<file path="config.mk">
export PLATFORM = sky130hd
export DESIGN_NAME = uart_tx_fifo_drain
export DESIGN_NICKNAME = d
export VERILOG_FILES = /design/src/rtl/uart_tx_fifo_drain.sv
export SDC_FILE = /design/constraint.sdc
export NUM_CORES = 1
export LEC_CHECK = 0
export BUFFER_PORTS_ARGS = -buffer_cell sky130_fd_sc_hd__buf_2
export CAP_MARGIN = 20
export CORE_MARGIN = 2
export CORE_UTILIZATION = 36
export DETAILED_ROUTE_END_ITERATION = 10
export GPL_ROUTABILITY_DRIVEN = 0
export PLACE_DENSITY = 0.5
export SETUP_SLACK_MARGIN = 0.2
export SLEW_MARGIN = 20
export SYNTH_ARGS = -nofsm -noshare
export SYNTH_HDL_FRONTEND = slang
export SYNTH_SLANG_ARGS = --single-unit
</file>
<file path="constraint.sdc">
create_clock -name clock -period 3.2 [get_ports clock]
set_clock_uncertainty 0.2 [all_clocks]
set_input_delay 0.8 -clock clock [delete_from_list [all_inputs] [get_ports clock]]
set_output_delay 0.8 -clock clock [all_outputs]
set_load 0.05 [all_outputs]
</file>
<file path="src/rtl/uart_tx_fifo_drain.sv">
// UART transmitter draining a first-word-fall-through FIFO: start bit, DATA_WIDTH
// data bits LSB first, STOP_BITS stop bits, no parity, back-to-back while data lasts.
module uart_tx_fifo_drain #(
  parameter int DATA_WIDTH = 8,
  parameter int BAUD_DIV   = 868,
  parameter int STOP_BITS  = 1
) (
  input  logic                  clock,
  input  logic                  reset,
  input  logic                  tx_enable,
  input  logic [DATA_WIDTH-1:0] fifo_data,
  input  logic                  fifo_empty,
  input  logic                  fifo_write_active,
  output logic                  fifo_deQ,
  output logic                  tx,
  output logic                  busy
);
  localparam int BW = $clog2(BAUD_DIV);
  localparam int CW = $clog2(DATA_WIDTH + 1);
  localparam logic [BW-1:0] BAUD_LAST = BW'(BAUD_DIV - 1);
  localparam logic [CW-1:0] DATA_LAST = CW'(DATA_WIDTH - 1);
  localparam logic [CW-1:0] STOP_LAST = CW'(STOP_BITS - 1);

  typedef enum logic [1:0] {IDLE, START, DATA, STOP} state_t;

  state_t                r_state;
  logic [BW-1:0]         r_baud;
  logic [CW-1:0]         r_bit;
  logic [DATA_WIDTH-1:0] r_shift;
  logic                  r_tx;
  logic                  r_busy;

  logic w_baud_end;
  logic w_last_stop;
  logic w_load;

  assign w_baud_end  = (r_baud == BAUD_LAST);
  assign w_last_stop = (r_state == STOP) && w_baud_end && (r_bit == STOP_LAST);
  // Loading in the last stop cycle lets the next start bit follow with no idle gap.
  assign w_load      = ~reset & tx_enable & ~fifo_empty & ~fifo_write_active &
                       ((r_state == IDLE) | w_last_stop);

  assign fifo_deQ = w_load;
  assign tx       = r_tx;
  assign busy     = r_busy;

  always_ff @(posedge clock) begin
    if (reset) begin
      r_state <= IDLE;
      r_baud  <= '0;
      r_bit   <= '0;
      r_shift <= '0;
      r_tx    <= 1'b1;
      r_busy  <= 1'b0;
    end else if (w_load) begin
      r_state <= START;
      r_baud  <= '0;
      r_bit   <= '0;
      r_shift <= fifo_data;
      r_tx    <= 1'b0;
      r_busy  <= 1'b1;
    end else begin
      case (r_state)
        IDLE: ;
        START: begin
          if (w_baud_end) begin
            r_baud  <= '0;
            r_state <= DATA;
            r_tx    <= r_shift[0];
            r_shift <= r_shift >> 1;
          end else begin
            r_baud <= r_baud + 1'b1;
          end
        end
        DATA: begin
          if (w_baud_end) begin
            r_baud <= '0;
            if (r_bit == DATA_LAST) begin
              r_state <= STOP;
              r_bit   <= '0;
              r_tx    <= 1'b1;
            end else begin
              r_bit   <= r_bit + 1'b1;
              r_tx    <= r_shift[0];
              r_shift <= r_shift >> 1;
            end
          end else begin
            r_baud <= r_baud + 1'b1;
          end
        end
        STOP: begin
          if (w_baud_end) begin
            r_baud <= '0;
            if (r_bit == STOP_LAST) begin
              r_state <= IDLE;
              r_bit   <= '0;
              r_busy  <= 1'b0;
            end else begin
              r_bit <= r_bit + 1'b1;
            end
          end else begin
            r_baud <= r_baud + 1'b1;
          end
        end
        default: r_state <= IDLE;
      endcase
    end
  end
endmodule

</file>
==> key figures, run 1 <==
Clocking
  – CTS Hold Bufs: 0
  – Clk pin slew, worst setup/hold paths: 90 ps
  – H-tree depth: 1
  – Clock tree buffer depth: 2
  – CTS tree: done
  – Clk Latency, worst-skew pair: 270 ps
  – TritonCTS Buffers: 3
  – Root buf cell: clkbuf_8
  – Clk sinks: 26

Critical path
  – CP bufs+invs: 3
  – Worst path max stage delay: roughly 530 ps
  – Delay-heaviest family, CP: simple AND/OR/NAND/NOR gates
  – Type of origin of the critical path: input port
  – Crit path max-delay cell type: or4b_4
  – WP data required: around 2200 ps
  – Crit path launch: reset
  – Crit path cell chain: buf_2, or4b_4, or2_4, inv_8, buf_6
  – Arr. time, crit path: 1950 ps
  – CP Max Fanout: 2
  – Critical R2R Launch: r_state[0]
  – Critical Path Sink Type: output port
  – Critical path type: in2out

Global route
  – GRT Total Usage: 16.8%
  – First-pass GRT wire length: between 5000 and 6000 microns
  – Number of global-route vias before repair: approximately 1300
  – Largest net degree at the start of global routing: 14
  – Total grt overflow: 0
  – Initial antenna violation count: 0

Place
  – # port buffers: 15
  – Final HPWL DP: 2500 microns

Floorplanning
  – Rows: 23
  – Core Area: 3940 sq um
  – I/O pins: 16
  – Die area: 4560 sq um
  – Die Width: 67.6 microns
  – Initial Util: 36.9%
  – Die Y: 67.6 microns

Worst hold path
  – Worst Hold Class: reg2reg
  – Hold path startpoint: busy

Synth
  – Commonest cells post-synth: dfxtp_1 (26), nor2_1 (16), nand3_1 (13), o21ai_0 (10)
  – Mapped Area: 1450 sq um
  – Synthesized flop and latch total: 26
  – Leading area contributor after synthesis: dfxtp_1
  – Synth area leaders: dfxtp_1 (36%), ha_1 (6.0%), o31ai_1 (4.6%)
  – Cell with the most instances after synthesis: dfxtp_1
  – Post-synth EDFFs: 0
  – Synth top area share: a little over a third
  – Asr flop ratio synth: 0%
  – Yosys cell types: 47
  – Synth Area in Compound Gates: 17.6%
  – Post-synthesis xor/xnor area fraction: 5.42%
  – Avg Inst Size Synth: 8.65 sq um
  – Mux contribution to synthesized area: 0.688%
  – Ys flop type: dfxtp_1
  – Syn nets: 188
  – Simple-gate share of the synthesized area: 29.4%
  – Number of synthesis warnings: 0
  – Main combinational cell family by area after synthesis: simple AND/OR/NAND/NOR gates
  – Post-synthesis adder-cell area fraction: 6.02%
  – Post-synthesis sequential area ratio: a little over a third
  – Synthesized instance count: 168

Power and ir drop
  – Max IR drop VDD: 0.192 mV
  – Leakage: 0.613 nW
  – Total Power: 564 uW
  – Switching Power: 132 uW
  – Seq pwr share: 58.8%
  – Power Internal: 433 uW
  – Clock power frac: 33.2%
  – Logic pwr share: 8.0%
  – Sw frac: 23.3%
  – P per Cell Area: 332 nW/um^2

Timing
  – Slew HR: 71.4%
  – Fmax: about 0.34 GHz
  – Final setup violation count: 0
  – RSZ-0062 raised after global routing: false
  – Slew @ Worst Pin: 426 ps
  – Fin Hold WS: between 200 and 300 ps
  – Setup total negative slack: 0 ps
  – Post-route clock period utilization: 92.0%
  – Tmin final: 2950 ps
  – Final hold violation count: 0
  – Fin. max-slew vios: 0

Cells and area
  – Fillers: 399
  – Area growth syn-to-layout: 16.9%
  – Antenna diode instance count: 0
  – Nets: 209
  – Share of layout cells above drive strength 1: 21.4%

Detailed routing
  – DRC marker count from the first detailed-route iteration: just over 70
  – 1st-pass router iterations: 4
  – Via density: 5.58
  – WL final: around 3400 microns
  – Final ANT Viol Nets: 0
  – Vias: about 1300
  – Remaining DRCs: 0
  – Wire per inst: 14.5 microns

Run
  – Max-cap viol count: 0

Outcome
  – Outcome: complete, no violations
## worst paths after layout
kind | to | slack (ps) | cells past startpoint
max | fifo_deQ | 250 | 5
min | busy | 260 | 2
max reg2reg | r_bit[3] | 860 | 6
min reg2reg | busy | 260 | 2
## state kept, by name, summed over array words and instances, names as in the netlist
signal   flops
r_state      2
r_bit        4
tx           1
r_baud      10
r_shift      8
busy         1
## metrics by stage
stage          setup slack (ps)  instances  instance area [sq um]  util [%]
6_report                    255        237                   1700      43.1
4_1_cts                     209        237                   1680      42.5
3_5_place_dp               58.2        234                   1620      41.2
5_1_grt                     194        237                   1700      43.1
2_1_floorplan               302        168                   1480         -
3_3_place_gp               53.8        234                   1620      41.2
## layout by cell type, fill, tap and decap left out, drive strengths merged, types with 2 or more instances in the layout
cell type and count:
clkbuf 3, o21ai 10, or4 4, nor2b 3, nand3 13, nor2 16
nand2 4, nor3 4, or3 2, and3 3, inv 8, nand4b 2
xor2 5, nand4 3, o31ai 9, xnor2 4, buf 23, nand3b 2
a21oi 6, a31oi 9, dfxtp 26, ha 7
## routing by layer
layer / up-vias / global-route usage [%] / part of all wire (%)
li1: 660 / - / -
met1: 630 / 20.8 / 44
met2: 27 / 29.4 / 51
met3: 5 / 2.00 / 3.2
met4: 0 / 6.89 / 1.5
met5: - / 0 / 0
## layout make-up
cell class | count | area [sq um] | share of cell area (%)
Multi-Input combinational cell | 126 | 890 | 52.4
Sequential cell | 26 | 523 | 30.8
Timing Repair Buffer | 23 | 141 | 8.32
Tap cell | 50 | 62.6 | 3.68
Clock buffer | 3 | 41.3 | 2.43
Inverter | 9 | 41.3 | 2.43
## power by group through the flow
stage	sequential (mW)	clock, mW	combinational [mW]
final	0.332	0.188	0.0450
after global routing	0.332	0.203	0.0499
after CTS	0.332	0.193	0.0450
after detailed placement	0.339	0	0.0441
after global placement	0.339	0	0.0437
after floorplan	0.342	0	0.0246
## kinds of logic after synthesis
logic type,after synthesis
compound gates,40
xor+xnor,9
mux,1
buf+inv,16
flops,26
simple gates,69
fa+ha+maj,7
## tightest hold or removal path: cells and delay by family, from the launching register on
family	cells	cell delay (ps)
AOI/OAI and AO/OA	1	50
DFF	1	320
and+or+nand+nor	1	50
## what timing repair did
action                                 4_1_cts  5_1_grt
pin swaps                                    0        2
gates resized for setup                      3        5
endpoints found under the hold margin        0        0
setup endpoints to repair                    1        1
setup buffers                                0        0
Power figures use the tool's default switching activity.
==> inputs of run 2 (changes only) <==
--- a/config.mk
+++ b/config.mk
@@ -9,8 +9,10 @@
 export CAP_MARGIN = 20
 export CORE_MARGIN = 2
 export CORE_UTILIZATION = 36
+export CTS_CLUSTER_DIAMETER = 30
 export DETAILED_ROUTE_END_ITERATION = 10
 export GPL_ROUTABILITY_DRIVEN = 0
+export MAX_ROUTING_LAYER = met4
 export PLACE_DENSITY = 0.5
 export SETUP_SLACK_MARGIN = 0.2
 export SLEW_MARGIN = 20
==> run 2 against run 1 <==
Net effect: clock power is essentially flat; sequential share of layout area is the same; first-iteration DRC count shrank 13%; critical path depth is the same; largest power group unchanged.
==> key figures, run 2 (same netlist as run 1, synthesis figures left out) <==
Timing
  – Post-route clock period utilization: slightly above 90%
  – RSZ-0062 raised after global routing: false
  – Setup total negative slack: 0 ps
  – Slew HR: 71.4%
  – Slew @ Worst Pin: 426 ps
  – Final hold violation count: 0
  – Fmax: 0.340 GHz
  – Fin. max-slew vios: 0
  – Tmin final: 2950 ps
  – Final setup violation count: 0

Cells and area
  – Final core occ: 43.1%
  – Max reg flops: 10
  – Most frequent cells in the layout: dfxtp_1 (24), nor2_1 (16), buf_2 (14), nand3_1 (13), o21ai_0 (10)
  – Non-filler cells, final: ~240
  – Fillers: 399
  – Post-Layout Inst Area: 1700 sq um
  – Antenna diode instance count: 0
  – Share of layout cells above drive strength 1: 21.4%
  – Biggest register: r_baud
  – Nets: about 210
  – Commonest non-fill, non-tap cell in the layout: dfxtp_1
  – Largest registers: r_baud x10, r_shift x8, r_bit x4
  – Area growth syn-to-layout: 16.9%

Critical path
  – R2R cell count: 6
  – Worst path max stage delay: 530 ps
  – CP bufs+invs: 3
  – CP Max Fanout: 2
  – Crit path cell chain: buf_2, or4b_4, or2_4, inv_8, buf_6
  – Arr. time, crit path: 1950 ps
  – Levels on crit path: 5
  – Delay-heaviest family, CP: simple AND/OR/NAND/NOR gates
  – Critical Path Sink Type: output port
  – WP data required: about 2200 ps
  – Type of origin of the critical path: input port
  – Crit path max-delay cell type: or4b_4
  – Critical path type: in2out

Floorplanning
  – Initial Util: between 30% and 40%
  – Die area: 4560 sq um
  – I/O pins: 16
  – Die Y: 67.6 microns
  – Core Area: 3940 sq um
  – Die Width: 67.6 microns
  – Rows: 23

Clocking
  – CTS tree: done
  – H-tree depth: 1
  – Setup repair bufs after CTS: 0
  – Clk sinks: 26
  – Root buf cell: clkbuf_8
  – TritonCTS Buffers: 3
  – Clk pin slew, worst setup/hold paths: 90 ps
  – Clock tree buffer depth: 2
  – Clk Latency, worst-skew pair: between 200 and 300 ps

Detailed routing
  – Wire per inst: 14.5 microns
  – DRC marker count from the first detailed-route iteration: 63
  – Vias: between 1000 and 1500
  – Final ANT Viol Nets: 0
  – 1st-pass router iterations: 4
  – Via density: approximately 5.6
  – Remaining DRCs: 0
  – WL final: ~3400 microns

Global route
  – Total grt overflow: 0
  – Largest net degree at the start of global routing: 14
  – Initial antenna violation count: 0
  – GRT Total Usage: 17.3%
  – Number of global-route vias before repair: 1286
  – First-pass GRT wire length: 5830 microns

Power and ir drop
  – Max IR drop VDD: 0.192 mV
  – Total Power: 564 uW
  – P per Cell Area: 332 nW/um^2
  – Leakage: 0.613 nW

Place
  – Post-Place Cell Area: 1620 sq um
  – Final HPWL DP: ~2500 microns
  – # port buffers: 15
  – Dpl cells: 234

Worst hold path
  – Worst Hold Class: reg2reg
  – Hold depth: 2

Run
  – Max-cap viol count: 0

Outcome
  – Outcome: complete, no violations
==> run 2: cell counts in the layout (fill, tap and decap cells not counted) <==
Identical to the previous run, type by type.
==> run 2: layer usage <==
| layer | up-vias | routed length, microns | part of all wire, % | track usage [%] |
|---|---|---|---|---|
| met5 | - | 0 | 0 | - |
| met4 | 0 | 53 | 1.5 | 6.89 |
| met3 | 5 | 111 | 3.2 | 2.00 |
| met2 | 27 | 1760 | 51 | 29.4 |
| met1 | 628 | 1510 | 44 | 20.9 |
| li1 | 660 | - | - | - |
==> run 2: final timing paths <==
check | slack [ps] | start | endpoint
min | 260 | busy | busy
max | 250 | reset | fifo_deQ
min reg2reg | 260 | busy | busy
max reg2reg | 850 | r_state[0] | r_bit[3]
==> run 2: what timing repair did <==
action,CTS,global route
pin swaps,0,2
gates resized for setup,3,5
cloned,0,0
hold buffers,0,0
setup endpoints to repair,1,1
==> run 2: stage by stage <==
| step | setup WS [ps] | hold WS (ps) |
|---|---|---|
| 2_1_floorplan | 302 | 254 |
| 3_3_place_gp | 53.8 | 253 |
| 3_5_place_dp | 58.2 | 248 |
| 4_1_cts | 209 | 261 |
| 5_1_grt | 194 | 284 |
| 6_report | 255 | 260 |
==> run 2: final cells by class <==
class	instances	area (sq um)	area share [%]
inverter	9	41.3	2.43
timing repair buffer	23	141	8.32
tap	50	62.6	3.68
multi-input combinational	126	890	52.4
sequential	26	523	30.8
clock buffer	3	41.3	2.43
==> run 2: report_power, final <==
| group | leakage [nW] | switching, mW | internal (mW) |
|---|---|---|---|
| logic | 0.381 | 0.0256 | 0.0194 |
| registers | 0.211 | 0.00302 | 0.329 |
| clock network | 0.0216 | 0.103 | 0.0845 |
| total | 0.613 | 0.131 | 0.433 |
==> run 2: worst register-to-register path, cell delays in order, from the launching register on <==
cell and delay (ps):
dfxtp_1 350, inv_1 90, ha_1 310, nor2_1 100, or4_1 540, or4_1 550
a21oi_1 150
==> inputs of run 3 (changes only) <==
--- a/config.mk
+++ b/config.mk
@@ -12,8 +12,10 @@
 export CTS_CLUSTER_DIAMETER = 30
 export DETAILED_ROUTE_END_ITERATION = 10
 export GPL_ROUTABILITY_DRIVEN = 0
+export GPL_TIMING_DRIVEN = 0
 export MAX_ROUTING_LAYER = met4
 export PLACE_DENSITY = 0.5
+export RECOVER_POWER = 100
 export SETUP_SLACK_MARGIN = 0.2
 export SLEW_MARGIN = 20
 export SYNTH_ARGS = -nofsm -noshare
==> constraint.sdc (replaced) <==
create_clock -name clock -period 3.2 [get_ports clock]
set_clock_uncertainty 0.2 [all_clocks]
set_input_delay 0.8 -clock clock [delete_from_list [all_inputs] [get_ports clock]]
set_output_delay 0.8 -clock clock [all_outputs]
set_load 0.01 [all_outputs]
==> run 3 against run 2 <==
Net effect: via count decreased by 1.3%; clock-buffer cell count stayed put; critical path type unchanged; sequential cell count unchanged; final cell count up 1.7%; total power grew 14%; clock power rose by 47%; die area unchanged; worst hold slack gained 15 ps; routed wire length shrank 2.7%; combinational power down 13%; sequential share of layout area decreased by 0.52 points.
==> key figures, run 3 (same netlist as run 1, synthesis figures left out) <==
Global route
  – First-pass GRT wire length: 5640 microns
  – Number of global-route vias before repair: 1225
  – Largest net degree at the start of global routing: 16
  – Total grt overflow: 0
  – Initial antenna violation count: 0
  – GRT Total Usage: 16.7%

Critical path
  – Type of origin of the critical path: input port
  – Critical path type: in2out
  – Arr. time, crit path: 2010 ps
  – WP data required: 2200 ps
  – CP Max Fanout: 2
  – Critical Path Sink Type: output port

Clocking
  – TritonCTS Buffers: 3
  – Root buf cell: clkbuf_8
  – H-tree depth: 1
  – CTS Hold Bufs: 0
  – Clk Latency, worst-skew pair: 270 ps
  – Clk pin slew, worst setup/hold paths: approximately 90 ps
  – Clk sinks: 26
  – CTS tree: done
  – Clock tree buffer depth: 2

Floorplanning
  – Die Y: 67.6 microns
  – Initial Util: 36.9%
  – I/O pins: 16
  – Rows: 23
  – Core Area: between 3000 and 4000 sq um
  – Die Width: 67.6 microns
  – Die area: 4560 sq um

Timing
  – Fmax: approximately 0.33 GHz
  – Setup total negative slack: 0 ps
  – Slew @ Worst Pin: 791 ps
  – Post-route clock period utilization: 94.2%
  – Tmin final: 3010 ps
  – Slew HR: a little under half
  – Fin. max-slew vios: 0
  – Final setup violation count: 0
  – Final hold violation count: 0
  – RSZ-0062 raised after global routing: false

Cells and area
  – Share of layout cells above drive strength 1: roughly a fifth
  – Biggest register: r_baud
  – Antenna diode instance count: 0
  – Commonest non-fill, non-tap cell in the layout: dfxtp_1
  – Most frequent cells in the layout: dfxtp_1 (24), nor2_1 (16), nand3_1 (13), buf_2 (12), o21ai_0 (10)
  – Non-filler cells, final: ~240
  – Nets: 212
  – Area growth syn-to-layout: 19.4%
  – Max reg flops: 10
  – Final core occ: 44.0%
  – Post-Layout Inst Area: 1740 sq um
  – Largest registers: r_baud x10, r_shift x8, r_bit x4

Power and ir drop
  – Max IR drop VDD: 0.218 mV
  – Switching Power: between 100 and 150 uW
  – Leakage: just over 0.6 nW
  – Logic pwr share: 6.1%
  – P per Cell Area: ~370 nW/um^2
  – Clock power frac: a little over two fifths
  – Seq pwr share: about 51%
  – Sw frac: 20.5%
  – Power Internal: about 500 uW

Place
  – Dpl cells: approximately 230
  – # port buffers: 15
  – Final HPWL DP: 2410 microns
  – Post-Place Cell Area: 1610 sq um

Detailed routing
  – DRC marker count from the first detailed-route iteration: roughly 90
  – Final ANT Viol Nets: 0
  – Wire per inst: ~14 microns
  – WL final: 3340 microns
  – Remaining DRCs: 0
  – 1st-pass router iterations: 4
  – Vias: 1303
  – Via density: 5.41

Outcome
  – Outcome: complete, no violations

Worst hold path
  – Worst Hold Class: reg2reg

Run
  – Max-cap viol count: 0
## run 3: cell types whose count changed in the layout (fill, tap and decap cells not counted), moves of 2 or more
cell      previous run  this run
clkbuf_1             0         9
buf_4                8         2
buf_2               14        12
ha_1                 7         5
## run 3: worst max-delay path, cell delays in order
cell and delay [ps]:
buf_2 90, or4b_1 520, or2_2 310, clkbuf_8 140, inv_2 50, buf_6 90
## run 3: repair_timing
| action | 4_1_cts | 5_1_grt |
|---|---|---|
| gates cloned | 0 | 0 |
| setup endpoints to repair | 1 | 1 |
| hold endpoints to repair | 0 | 0 |
| pin swaps | 2 | 2 |
| gates resized for setup | 5 | 8 |
| buffers inserted | 2 | 2 |
## run 3: metrics by stage
stage	setup WS, ps	total power [mW]	hold WS, ps
2_1_floorplan	337	0.362	254
3_3_place_gp	31.4	0.378	261
4_1_cts	206	0.654	282
6_report	186	0.644	275
5_1_grt	110	0.670	297
3_5_place_dp	26.1	0.378	268
## run 3: cell type report
type                    instances  area (sq um)
plain buffers                   7          41.3
clock buffers                   3          41.3
clock inverters                 1          30.0
fillers                       402          2210
inverters                       9          33.8
multi-input cells             126           905
flip-flops and latches         26           526
well taps                      50          62.6
repair buffers                 19          97.6
## run 3: routing by layer
metal | vias up | wire length, microns | global-route usage, %
met1 | 614 | 1590 | 21.0
met2 | 19 | 1620 | 27.8
li1 | 666 | - | -
met4 | 0 | 26 | 4.59
met5 | - | 0 | -
met3 | 4 | 111 | 2.67
## run 3: power groups by stage
stage | clock network (mW) | logic (mW) | registers [mW]
after floorplan | 0 | 0.0229 | 0.339
after global placement | 0 | 0.0386 | 0.339
after detailed placement | 0 | 0.0387 | 0.339
after CTS | 0.282 | 0.0406 | 0.332
after global routing | 0.295 | 0.0429 | 0.332
final | 0.275 | 0.0391 | 0.331
## run 3: path summary, 6_finish.rpt
| kind | startpoint | endpoint | slack (ps) | cells after the start |
|---|---|---|---|---|
| worst max-delay path | fifo_write_active | fifo_deQ | 190 | 6 |
| worst min-delay path | busy | busy | 280 | 2 |
| worst max register to register | r_state[0] | r_shift[7] | 670 | 8 |
| worst min register to register | busy | busy | 280 | 2 |
